<file path="config.mk">
export PLATFORM = sky130hd
export DESIGN_NAME = mixed_acc_sequencer
export DESIGN_NICKNAME = d
export VERILOG_FILES = /design/src/rtl/mixed_acc_pkg.sv /design/src/rtl/adder_32_bits.sv /design/src/rtl/mixed_acc_sequencer.sv
export SDC_FILE = /design/constraint.sdc
export NUM_CORES = 1
export LEC_CHECK = 0
export CAP_MARGIN = 20
export CORE_MARGIN = 2
export CORE_UTILIZATION = 49
export CTS_BUF_LIST = sky130_fd_sc_hd__clkbuf_4 sky130_fd_sc_hd__clkbuf_8
export DETAILED_ROUTE_END_ITERATION = 8
export PLACE_DENSITY = 0.77
export SYNTH_ARGS = -nofsm -noshare
export SYNTH_HDL_FRONTEND = slang
export SYNTH_SLANG_ARGS = --single-unit
</file>
<file path="constraint.sdc">
create_clock -name clk_i -period 2.9 [get_ports clk_i]
set_clock_uncertainty 0.2 [all_clocks]
set_input_delay 0.29 -clock clk_i [delete_from_list [all_inputs] [get_ports clk_i]]
set_output_delay 0.29 -clock clk_i [all_outputs]
set_load 0.02 [all_outputs]
</file>
<file path="src/rtl/mixed_acc_pkg.sv">
`default_nettype none
// ============================================================================
//  Module   : mixed_acc_pkg
//  Brief    : Shared types and constants for the mixed-precision accumulation
//             sequencer: FSM states and packed dual-lane field geometry.
//  Revision : 1.0 - initial release
// ============================================================================
package mixed_acc_pkg;

    // Sequencer states
    typedef enum logic [1:0] {
        IDLE  = 2'd0,
        ACCUM = 2'd1,
        DONE  = 2'd2
    } state_t;

    // Packed lane geometry: 10-bit signed lanes, 12-bit signed lane sums
    localparam int LANE_W     = 10;
    localparam int LANE_SUM_W = 12;
    localparam int LANE_MAX   = 511;
    localparam int LANE_MIN   = -512;

    // Lane positions in operands/results and in the adder's packed sum
    localparam int LANE0_LSB  = 0;
    localparam int LANE1_LSB  = 12;
    localparam int SUM0_LSB   = 0;
    localparam int SUM1_LSB   = 16;

    // Result of clamping/truncating one lane sum back to lane width
    typedef struct packed {
        logic [LANE_W-1:0] val;
        logic              clamped;
    } lane_res_t;

endpackage
`default_nettype wire

</file>
<file path="src/rtl/adder_32_bits.sv">
`default_nettype none
// ============================================================================
//  Module   : adder_32_bits
//  Brief    : Shared mixed-precision adder. mode_3=0: 32-bit wrap-around sum.
//             mode_3=1: two 10-bit signed lanes summed into 12-bit signed
//             results at [27:16] (lane1) and [11:0] (lane0); other bits 0.
//  Revision : 1.0 - initial release
// ============================================================================
module adder_32_bits
    import mixed_acc_pkg::*;
(
    input  logic [31:0] operand_a,
    input  logic [31:0] operand_b,
    input  logic        mode_3,
    output logic [31:0] out_res
);

    localparam int c_EXT_W = LANE_SUM_W - LANE_W;

    logic [LANE_SUM_W-1:0] w_sum0;
    logic [LANE_SUM_W-1:0] w_sum1;

    // Sign-extend each lane to the sum width so the lane sums cannot overflow
    always_comb begin
        w_sum0 = {{c_EXT_W{operand_a[LANE0_LSB+LANE_W-1]}}, operand_a[LANE0_LSB +: LANE_W]}
               + {{c_EXT_W{operand_b[LANE0_LSB+LANE_W-1]}}, operand_b[LANE0_LSB +: LANE_W]};
        w_sum1 = {{c_EXT_W{operand_a[LANE1_LSB+LANE_W-1]}}, operand_a[LANE1_LSB +: LANE_W]}
               + {{c_EXT_W{operand_b[LANE1_LSB+LANE_W-1]}}, operand_b[LANE1_LSB +: LANE_W]};
    end

    // Select full-width sum or the packed lane sums
    always_comb begin
        out_res = '0;
        if (mode_3) begin
            out_res[SUM0_LSB +: LANE_SUM_W] = w_sum0;
            out_res[SUM1_LSB +: LANE_SUM_W] = w_sum1;
        end else begin
            out_res = operand_a + operand_b;
        end
    end

endmodule
`default_nettype wire

</file>
<file path="src/rtl/mixed_acc_sequencer.sv">
`default_nettype none
// ============================================================================
//  Module   : mixed_acc_sequencer
//  Brief    : Streams LEN operands through the shared adder and presents one
//             accumulated result: full 32-bit wrap sum or packed dual-lane
//             10-bit signed sum (saturating or wrapping per SAT_EN).
//  Revision : 1.0 - initial release
// ============================================================================
module mixed_acc_sequencer
    import mixed_acc_pkg::*;
#(
    parameter int CNT_W  = 8,
    parameter bit SAT_EN = 1'b1
) (
    input  logic             clk_i,
    input  logic             rst_i,
    input  logic             start_i,
    input  logic [CNT_W-1:0] len_i,
    input  logic             mode_i,
    input  logic             abort_i,
    input  logic             in_valid_i,
    output logic             in_ready_o,
    input  logic [31:0]      in_data_i,
    output logic             out_valid_o,
    input  logic             out_ready_i,
    output logic [31:0]      out_data_o,
    output logic             out_sat_o,
    output logic             busy_o
);

    localparam logic signed [LANE_SUM_W-1:0] c_LANE_MAX = LANE_SUM_W'(LANE_MAX);
    localparam logic signed [LANE_SUM_W-1:0] c_LANE_MIN = LANE_SUM_W'(LANE_MIN);

    state_t             r_state;
    state_t             w_next_state;
    logic [31:0]        r_acc;
    logic [CNT_W-1:0]   r_cnt;
    logic               r_sat;
    logic               r_mode;

    logic [31:0]        w_add_res;
    logic [31:0]        w_acc_next;
    logic               w_sat_hit;
    logic               w_hs;
    logic               w_last;
    lane_res_t          w_lane0;
    lane_res_t          w_lane1;

    // Bring a 12-bit lane sum back to 10 bits: clamp (SAT_EN) or truncate
    function automatic lane_res_t clamp_lane(input logic [LANE_SUM_W-1:0] sum);
        lane_res_t res;
        res.val     = sum[LANE_W-1:0];
        res.clamped = 1'b0;
        if (SAT_EN) begin
            if ($signed(sum) > c_LANE_MAX) begin
                res.val     = c_LANE_MAX[LANE_W-1:0];
                res.clamped = 1'b1;
            end else if ($signed(sum) < c_LANE_MIN) begin
                res.val     = c_LANE_MIN[LANE_W-1:0];
                res.clamped = 1'b1;
            end
        end
        return res;
    endfunction

    // Single shared adder: accumulator plus incoming operand
    adder_32_bits u_adder (
        .operand_a (r_acc),
        .operand_b (in_data_i),
        .mode_3    (r_mode),
        .out_res   (w_add_res)
    );

    assign w_hs   = in_valid_i && (r_state == ACCUM);
    assign w_last = w_hs && (r_cnt == CNT_W'(1));

    // Next accumulator value: raw sum in full mode, clamped/repacked lanes otherwise
    always_comb begin
        w_lane0    = clamp_lane(w_add_res[SUM0_LSB +: LANE_SUM_W]);
        w_lane1    = clamp_lane(w_add_res[SUM1_LSB +: LANE_SUM_W]);
        w_acc_next = w_add_res;
        w_sat_hit  = 1'b0;
        if (r_mode) begin
            w_acc_next                        = '0;
            w_acc_next[LANE0_LSB +: LANE_W]   = w_lane0.val;
            w_acc_next[LANE1_LSB +: LANE_W]   = w_lane1.val;
            w_sat_hit                         = w_lane0.clamped || w_lane1.clamped;
        end
    end

    // State register
    always_ff @(posedge clk_i or posedge rst_i) begin
        if (rst_i) begin
            r_state <= IDLE;
        end else begin
            r_state <= w_next_state;
        end
    end

    // Next-state and handshake outputs; abort overrides every transition
    always_comb begin
        w_next_state = r_state;
        in_ready_o   = 1'b0;
        out_valid_o  = 1'b0;
        busy_o       = (r_state != IDLE);
        out_data_o   = '0;
        out_sat_o    = 1'b0;
        case (r_state)
            IDLE: begin
                if (start_i) begin
                    w_next_state = (len_i == '0) ? DONE : ACCUM;
                end
            end
            ACCUM: begin
                in_ready_o = 1'b1;
                if (w_last) begin
                    w_next_state = DONE;
                end
            end
            DONE: begin
                out_valid_o = 1'b1;
                out_data_o  = r_acc;
                out_sat_o   = r_sat;
                if (out_ready_i) begin
                    w_next_state = IDLE;
                end
            end
            default: begin
                w_next_state = IDLE;
            end
        endcase
        if (abort_i) begin
            w_next_state = IDLE;
        end
    end

    // Job datapath: load on start, accumulate on each accepted operand
    always_ff @(posedge clk_i or posedge rst_i) begin
        if (rst_i) begin
            r_acc  <= '0;
            r_cnt  <= '0;
            r_sat  <= 1'b0;
            r_mode <= 1'b0;
        end else if (abort_i) begin
            r_acc  <= '0;
            r_cnt  <= '0;
            r_sat  <= 1'b0;
        end else if ((r_state == IDLE) && start_i) begin
            r_acc  <= '0;
            r_sat  <= 1'b0;
            r_cnt  <= len_i;
            r_mode <= mode_i;
        end else if (w_hs) begin
            r_acc  <= w_acc_next;
            r_cnt  <= r_cnt - CNT_W'(1);
            r_sat  <= r_sat || w_sat_hit;
        end
    end

endmodule
`default_nettype wire

</file>
==> metrics.cfg, run 1 <==
[worst_setup_path]
start_kind = input pin
crit_family = compound AO/OA/AOI/OAI gates
cp_num_cells = 15
path_max_fanout = 4
reg2reg_depth = 14
r2r-start = r_acc[12]$_DFFE_PP0P_
endpoint = r_acc[20]$_DFFE_PP0P_
crit_chain = clkdlybuf4s50_1 -> ha_2 -> inv_2 -> fa_2 -> nor2b_4 -> o21ai_2 -> nand2b_2 -> a31oi_2 -> o311ai_1 -> o21ai_1 -> or2_4 -> buf_4 -> nand2_2 -> a221oi_2 -> o21ai_1
path_buf_inv = 3
cp.arrival_ps = 2950
r2r_end = r_acc[20]$_DFFE_PP0P_
r2r_setup_slack_ps = 20
worstPathRequired_ps = 2940
startpoint = in_data_i[12]
cpMaxStageDelayCell = clkdlybuf4s50_1
cp_common_cell = o21ai_1
cp-end-kind = register
path_class = input pin to register
max_stage_delay_ps = 460

[yosys]
synthCells = 497
synth_area_leader_cell = dfrtp_1
yosys-top-cells-count = nand2_1, dfrtp_1, nor2_1, a21oi_1, and2_1
ys_ff_latch = 44
synth_async_sr_flop_share = 1.000
synth_cell_type_count = 70
synth_flop_cell = dfrtp_1
synth_top_area_frac = 0.2628
synth_area_leaders = dfrtp_1, ha_1, xnor2_1
syn_area_um2 = 4189
synth_edf_count = 0
synth_nets = 579
ys.warnings.count = 0
syn_area_per_cell_um2 = 8.429
yosysMostFrequentCell = nand2_1
ys_seq_area_frac = 0.2628

[placed_design]
post_dp_cell_area_um2 = 5565
io_buffers = 82
dp.cells = 737
dpl.hpwl_um = 9270
gp_congestion = 0.9121

[route]
drt_iter0_drc = 281
highest_layer = met4
wire_per_inst_um = 16.86
via_per_inst = 5.854
drc = 0
met3_length_um = 879
vias = 4402
dr.pass1.iters = 5
wirelength_um = 12680
wl_met2_um = 6199
drt-met1-wl_um = 5284
antenna_left = 0

[cts]
cts_made_buffers = 5
path_clk_slew_ps = 100
hold_buffers = 0
clock_path_buffers = 2
cts_num_sinks = 44
cts_tree = yes
htreeDepth = 2
clkLatencyLatePin_ps = 310
cts-root-buf = clkbuf_8

[timing]
post-route-period-util = 1.005
slew_headroom = 0.3095
drv_slew = 0
finalSetupViolCount = 1
setup_slack_ps = -15.25
finalHoldViolCount = 0
min_period_ps = 2915
rsz0062_at_grt = yes
max_freq_ghz = 0.3430
worst_slew_pin_slew_ps = 1036

[floorplan]
die_x_um = 96.46
fp.dieH_um = 96.46
ios = 83
rows = 33
start_util = 0.5073
die_area_um2 = 9305
coreArea_um2 = 8258

[layout]
drive_gt1_frac = 0.2303
area_delta_synth_final_pct = 41.31
antenna_cells = 0
design_area_um2 = 5919
fin_cells = 752
nets = 728

[min_path]
min_path_type = input pin to async pin

[outcome]
status = finished with violations
violations = setup timing

[grt]
grt_usage = 0.2651
grt_pass1_vias = 4170
overflow = 0
grt_pass1_wl_um = 19500
antenna_found_initial = 0
grt_max_degree = 24

[power]
ir_worst_vdd_mv = 0.2145
p_leak_nw = 2.761
power_density_nw_per_um2 = 331.7

[run]
maxCapViolCount = 0

worst reg2reg max path: stages (launching register included):
cell and delay [ps]:
dfrtp_1 390, ha_2 200, inv_2 50, fa_2 390
nor2b_4 130, o21ai_2 60, nand2b_2 90, a31oi_2 120
o311ai_1 240, o21ai_1 190, or2_4 300, buf_4 140
nand2_2 60, a221oi_2 70, o21ai_1 190
sequential cells by signal, indices dropped and copies added, names as in the netlist:
signal,cells
r_sat,1
r_state,2
r_mode,1
r_cnt,8
r_acc,32
per-layer routing:
| metal | track usage | up-vias |
|---|---|---|
| li1 | - | 2082 |
| met1 | 0.3455 | 2090 |
| met2 | 0.4682 | 197 |
| met3 | 0.03491 | 33 |
| met4 | 0.05986 | 0 |
| met5 | 0 | - |
how the worst min path moves through the flow:
stage	from	endpoint
floorplan	mode_i	r_mode$_DFFE_PP0P_
global placement	r_sat$_DFFE_PP0P_	r_sat$_DFFE_PP0P_
detailed placement	r_sat$_DFFE_PP0P_	r_sat$_DFFE_PP0P_
CTS	rst_i	r_cnt[6]$_DFFE_PP0P_
global route	rst_i	r_cnt[6]$_DFFE_PP0P_
finish	rst_i	r_cnt[6]$_DFFE_PP0P_
layout by cell type, fill, tap and decap left out, types with 3 or more instances in the layout:
cell type / n
nand3_1: 7
a31oi_2: 3
o22ai_2: 3
nor3_1: 8
ha_1: 29
buf_4: 79
a211oi_1: 8
a21o_1: 18
a21oi_2: 5
o21ai_1: 6
a31oi_1: 5
and3_1: 6
a22o_1: 9
and4_1: 5
or3_1: 3
nand2_2: 3
a221o_1: 3
clkdlybuf4s50_1: 82
clkbuf_8: 5
nor4_1: 4
and2_1: 36
dfrtp_1: 44
a21oi_4: 4
nand3b_1: 3
nand2_1: 44
inv_1: 16
nor2_1: 37
a21oi_1: 33
xnor2_1: 29
nand2b_1: 4
o21ai_0: 22
xor2_1: 13
o21ai_2: 8
a221oi_2: 3
report_power, final:
part	internal (mW)	switching (mW)
Clock	0.260	0.253
Sequential	0.647	0.0621
Combinational	0.366	0.376
Total	1.27	0.691
area by class of cell:
class / instances / area (µm²)
Clock inverter: 3 / 46.29
Clock buffer: 5 / 68.82
Multi-Input combinational cell: 414 / 3059
Inverter: 18 / 67.56
Sequential cell: 44 / 1101
Tap cell: 105 / 131.4
Timing Repair Buffer: 163 / 1445
Fill cell: 630 / 2338
repair_timing:
action | 4_1_cts | 5_1_grt
endpoints found under the setup margin | 13 | 27
resized for setup | 6 | 34
setup buffers | 1 | 6
pin swaps | 0 | 21
endpoints found under the hold margin | 0 | 0
through the flow:
stage	utilization	worst slack, ps	setup TNS, ps	power (mW)	hold slack (ps)
finish	0.7168	-15.25	-15.25	1.963	98.54
global route	0.7168	-134.6	-583.9	2.058	132.2
CTS	0.6900	-6.031	-6.031	1.901	120.8
detailed placement	0.6739	-432.6	-8831	1.386	268.7
global placement	0.6739	-326.8	-6372	1.369	261.3
floorplan	-	138.0	0	1.127	241.6
cell families (layout without fill, tap and decap cells):
group,after synthesis,in the layout,synth area share
and+or+nand+nor,177,177,0.2207
AOI/OAI and AO/OA,155,155,0.2557
DFF,44,44,0.2628
xor gates and xnor gates,43,43,0.09170
buffers and inverters,39,189,0.05108
adders and majority gates,36,36,0.1105
muxes,3,3,0.007467
Note: power is estimated with default switching activity, not from simulation.
==> run 2: changes to the inputs <==
- CORE_UTILIZATION: 49 -> 50
- SYNTH_HIERARCHICAL: not set -> 1
==> metrics.cfg, run 2 <==
[worst_setup_path]
path_class = register to register
cp-end-kind = register
worstPathRequired_ps = 2910  ; -30 ps
r2r_end = r_acc[16]$_DFFE_PP0P_
endpoint = r_acc[16]$_DFFE_PP0P_
startpoint = r_acc[1]$_DFFE_PP0P_
reg2reg_depth = 13  ; -1
start_kind = register
cp.arrival_ps = 3210  ; +260 ps
r2r-start = r_acc[1]$_DFFE_PP0P_
path_max_fanout = 5  ; +1
r2r_setup_slack_ps = -300  ; -320 ps

[placed_design]
place_ws_ps = -680.2  ; -247.6 ps
post_dp_cell_area_um2 = 6593  ; +18%
io_buffers = 82  ; unchanged
gp_congestion = 0.9931  ; +8.9%
dp.cells = 914  ; +24%
dpl.hpwl_um = 12000  ; +29%

[yosys]
synth_async_sr_flop_share = 1.000  ; unchanged
ys_seq_area_frac = 0.2314  ; -0.03145
synth_cell_type_count = 72  ; +2.9%
yosysMostFrequentCell = nand2_1
synth_top_area_frac = 0.2314  ; -0.03145
ys.warnings.count = 6  ; +6
synth_nets = 687  ; +19%
yosys-top-cells-count = nand2_1, a21oi_1, nor2_1, dfrtp_1, and2_1
synth_area_leaders = dfrtp_1, ha_1, a21oi_1
syn_area_per_cell_um2 = 7.865  ; -6.7%
synthCells = 605  ; +22%
synth_edf_count = 0  ; unchanged
ys_ff_latch = 44  ; unchanged
syn_area_um2 = 4758  ; +14%
synth_flop_cell = dfrtp_1
synth_area_leader_cell = dfrtp_1

[power]
power.total_mw = 3.302  ; +68%
power_density_nw_per_um2 = 444.9  ; +34%
p_leak_nw = 3.209  ; +16%
ir_worst_vdd_mv = 0.2985  ; +39%

[layout]
nFillCells = 581  ; -7.8%
largest_register = r_acc
reg.largest.list = r_acc: 32 flops, r_cnt: 8 flops, r_state: 2 flops
design_area_um2 = 7422  ; +25%
nets = 895  ; +23%
drive_gt1_frac = 0.3133  ; +0.08297
final_common_cell = buf_4
multi_input_area_um2 = 3955  ; +29%
largest_reg_flops = 32  ; unchanged
layout_common_cells = buf_4, clkdlybuf4s50_1, nand2_1
area_delta_synth_final_pct = 55.98
seqCellArea_um2 = 1101  ; unchanged
antenna_cells = 0  ; unchanged
fin_cells = 943  ; +25%

[timing]
setup_slack_ps = -303.4  ; -288.2 ps
worst_slew_pin_slew_ps = 606.1  ; -429.7 ps
finalHoldViolCount = 0  ; unchanged
finalSetupViolCount = 29  ; +28
max_freq_ghz = 0.3122  ; -9.0%
rsz0062_at_grt = yes
post-route-period-util = 1.105  ; +0.09938
min_period_ps = 3203  ; +288.2 ps
slew_headroom = 0.5944  ; +0.2850
drv_slew = 0  ; unchanged

[cts]
cts_tree = yes
cts-root-buf = clkbuf_8
cts_made_buffers = 5  ; unchanged
hold_buffers = 0  ; unchanged
clkLatencyLatePin_ps = 320  ; about the same
htreeDepth = 2  ; unchanged
cts_num_sinks = 44  ; unchanged
path_clk_slew_ps = 100  ; about the same
clock_path_buffers = 2  ; unchanged

[route]
drt_iter0_drc = 477  ; +70%
wirelength_um = 18320  ; +44%
wire_per_inst_um = 19.43  ; +15%
via_per_inst = 6.296  ; +7.6%
drc = 0  ; unchanged
dr.pass1.iters = 7  ; +2
vias = 5937  ; +35%
antenna_left = 0  ; unchanged

[floorplan]
start_util = 0.5150  ; +0.007690
coreArea_um2 = 9240  ; +12%
ios = 83  ; unchanged
fp.dieH_um = 101.6  ; +5.3%
die_x_um = 101.6  ; +5.3%
rows = 35  ; +6.1%
die_area_um2 = 10310  ; +11%

[grt]
grt_pass1_wl_um = 27400  ; +41%
grt_usage = 0.3299  ; +0.06485
grt_pass1_vias = 5767  ; +38%
gr-max-usage-layer = met2
use_met1 = 0.4111  ; +0.06557
grt_max_degree = 45  ; +88%
overflow = 0  ; unchanged
met3_usage = 0.04417  ; +0.009258
grtUsageMet2 = 0.5729  ; +0.1047
antenna_found_initial = 0  ; unchanged

[outcome]
status = finished with violations
violations = setup timing

[run]
maxCapViolCount = 0  ; unchanged

[min_path]
min_path_type = input pin to async pin

run 2: changes by cell type after synthesis, sizes merged, moves of 6 or more:
cell and change:
xnor2 -20, o21a +6, nand2 +13, inv -6
o21bai +6, nand4 +12, nor2 +11, o21ai +21
a21oi +13, buf +9, clkbuf +6, xor2 +6
run 2: how the worst min path moves through the flow:
| stage | to | slack [ps] | cells after the start |
|---|---|---|---|
| after floorplan | r_cnt[0]$_DFFE_PP0P_ | 160 | 1 |
| after global routing | r_acc[26]$_DFFE_PP0P_ | 300 | 3 |
| final | r_acc[5]$_DFFE_PP0P_ | 240 | 3 |
| after CTS | r_sat$_DFFE_PP0P_ | 250 | 3 |
| after detailed placement | r_sat$_DFFE_PP0P_ | 290 | 1 |
| after global placement | r_sat$_DFFE_PP0P_ | 280 | 1 |
run 2: area by class of cell:
type / instances / area share
clock buffers: 5 / 0.009272
multi-input cells: 514 / 0.5329
inverters: 12 / 0.006069
repair buffers: 236 / 0.2755
flip-flops and latches: 44 / 0.1483
well taps: 129 / 0.02175
clock inverters: 3 / 0.006237
run 2: critical path: stages (launching register included):
cell       delay [ps]
dfrtp_1           420
ha_1              300
a21oi_1            90
nand4b_1          250
buf_4             210
a2111oi_4         340
buf_4             210
o21bai_4           90
a311oi_2          230
nand2_2           150
o21bai_4          230
nand2_4           130
a21oi_2           160
o21ai_1            80
run 2: kinds of logic after synthesis:
group                      after synthesis  synth area share
AOI/OAI and AO/OA                      206            0.2908
muxes                                   10           0.02182
adders and majority gates               35           0.09519
and+or+nand+nor                        233            0.2580
xor gates and xnor gates                29           0.05338
buffers and inverters                   48           0.04943
DFF                                     44            0.2314
run 2: per-stage QoR:
| stage | util | hold WS, ps | TNS [ps] |
|---|---|---|---|
| 4_1_cts | 0.7607 | 253.2 | -2520 |
| 6_report | 0.8033 | 239.6 | -4889 |
| 3_5_place_dp | 0.7135 | 288.5 | -13970 |
| 2_1_floorplan | - | 162.6 | -62.65 |
| 3_3_place_gp | 0.7135 | 278.0 | -11150 |
| 5_1_grt | 0.8033 | 304.3 | -6998 |
run 2: what timing repair did:
item                                    4_1_cts  5_1_grt
cloned                                        2        1
pin swaps                                    23       35
endpoints found under the setup margin       25       31
resized for setup                            50       53
buffers inserted                             10       11
run 2: metal layers:
layer  vias to the layer above  wire length, µm
li1                       2627                -
met3                       117             1606
met2                       410             8604
met1                      2783             7003
met5                         -                0
met4                         0             1107
run 2: report_power, final:
| group | switching (mW) | internal, mW |
|---|---|---|
| Clock | 0.252 | 0.260 |
| Sequential | 0.0766 | 0.671 |
| Combinational | 1.11 | 0.932 |
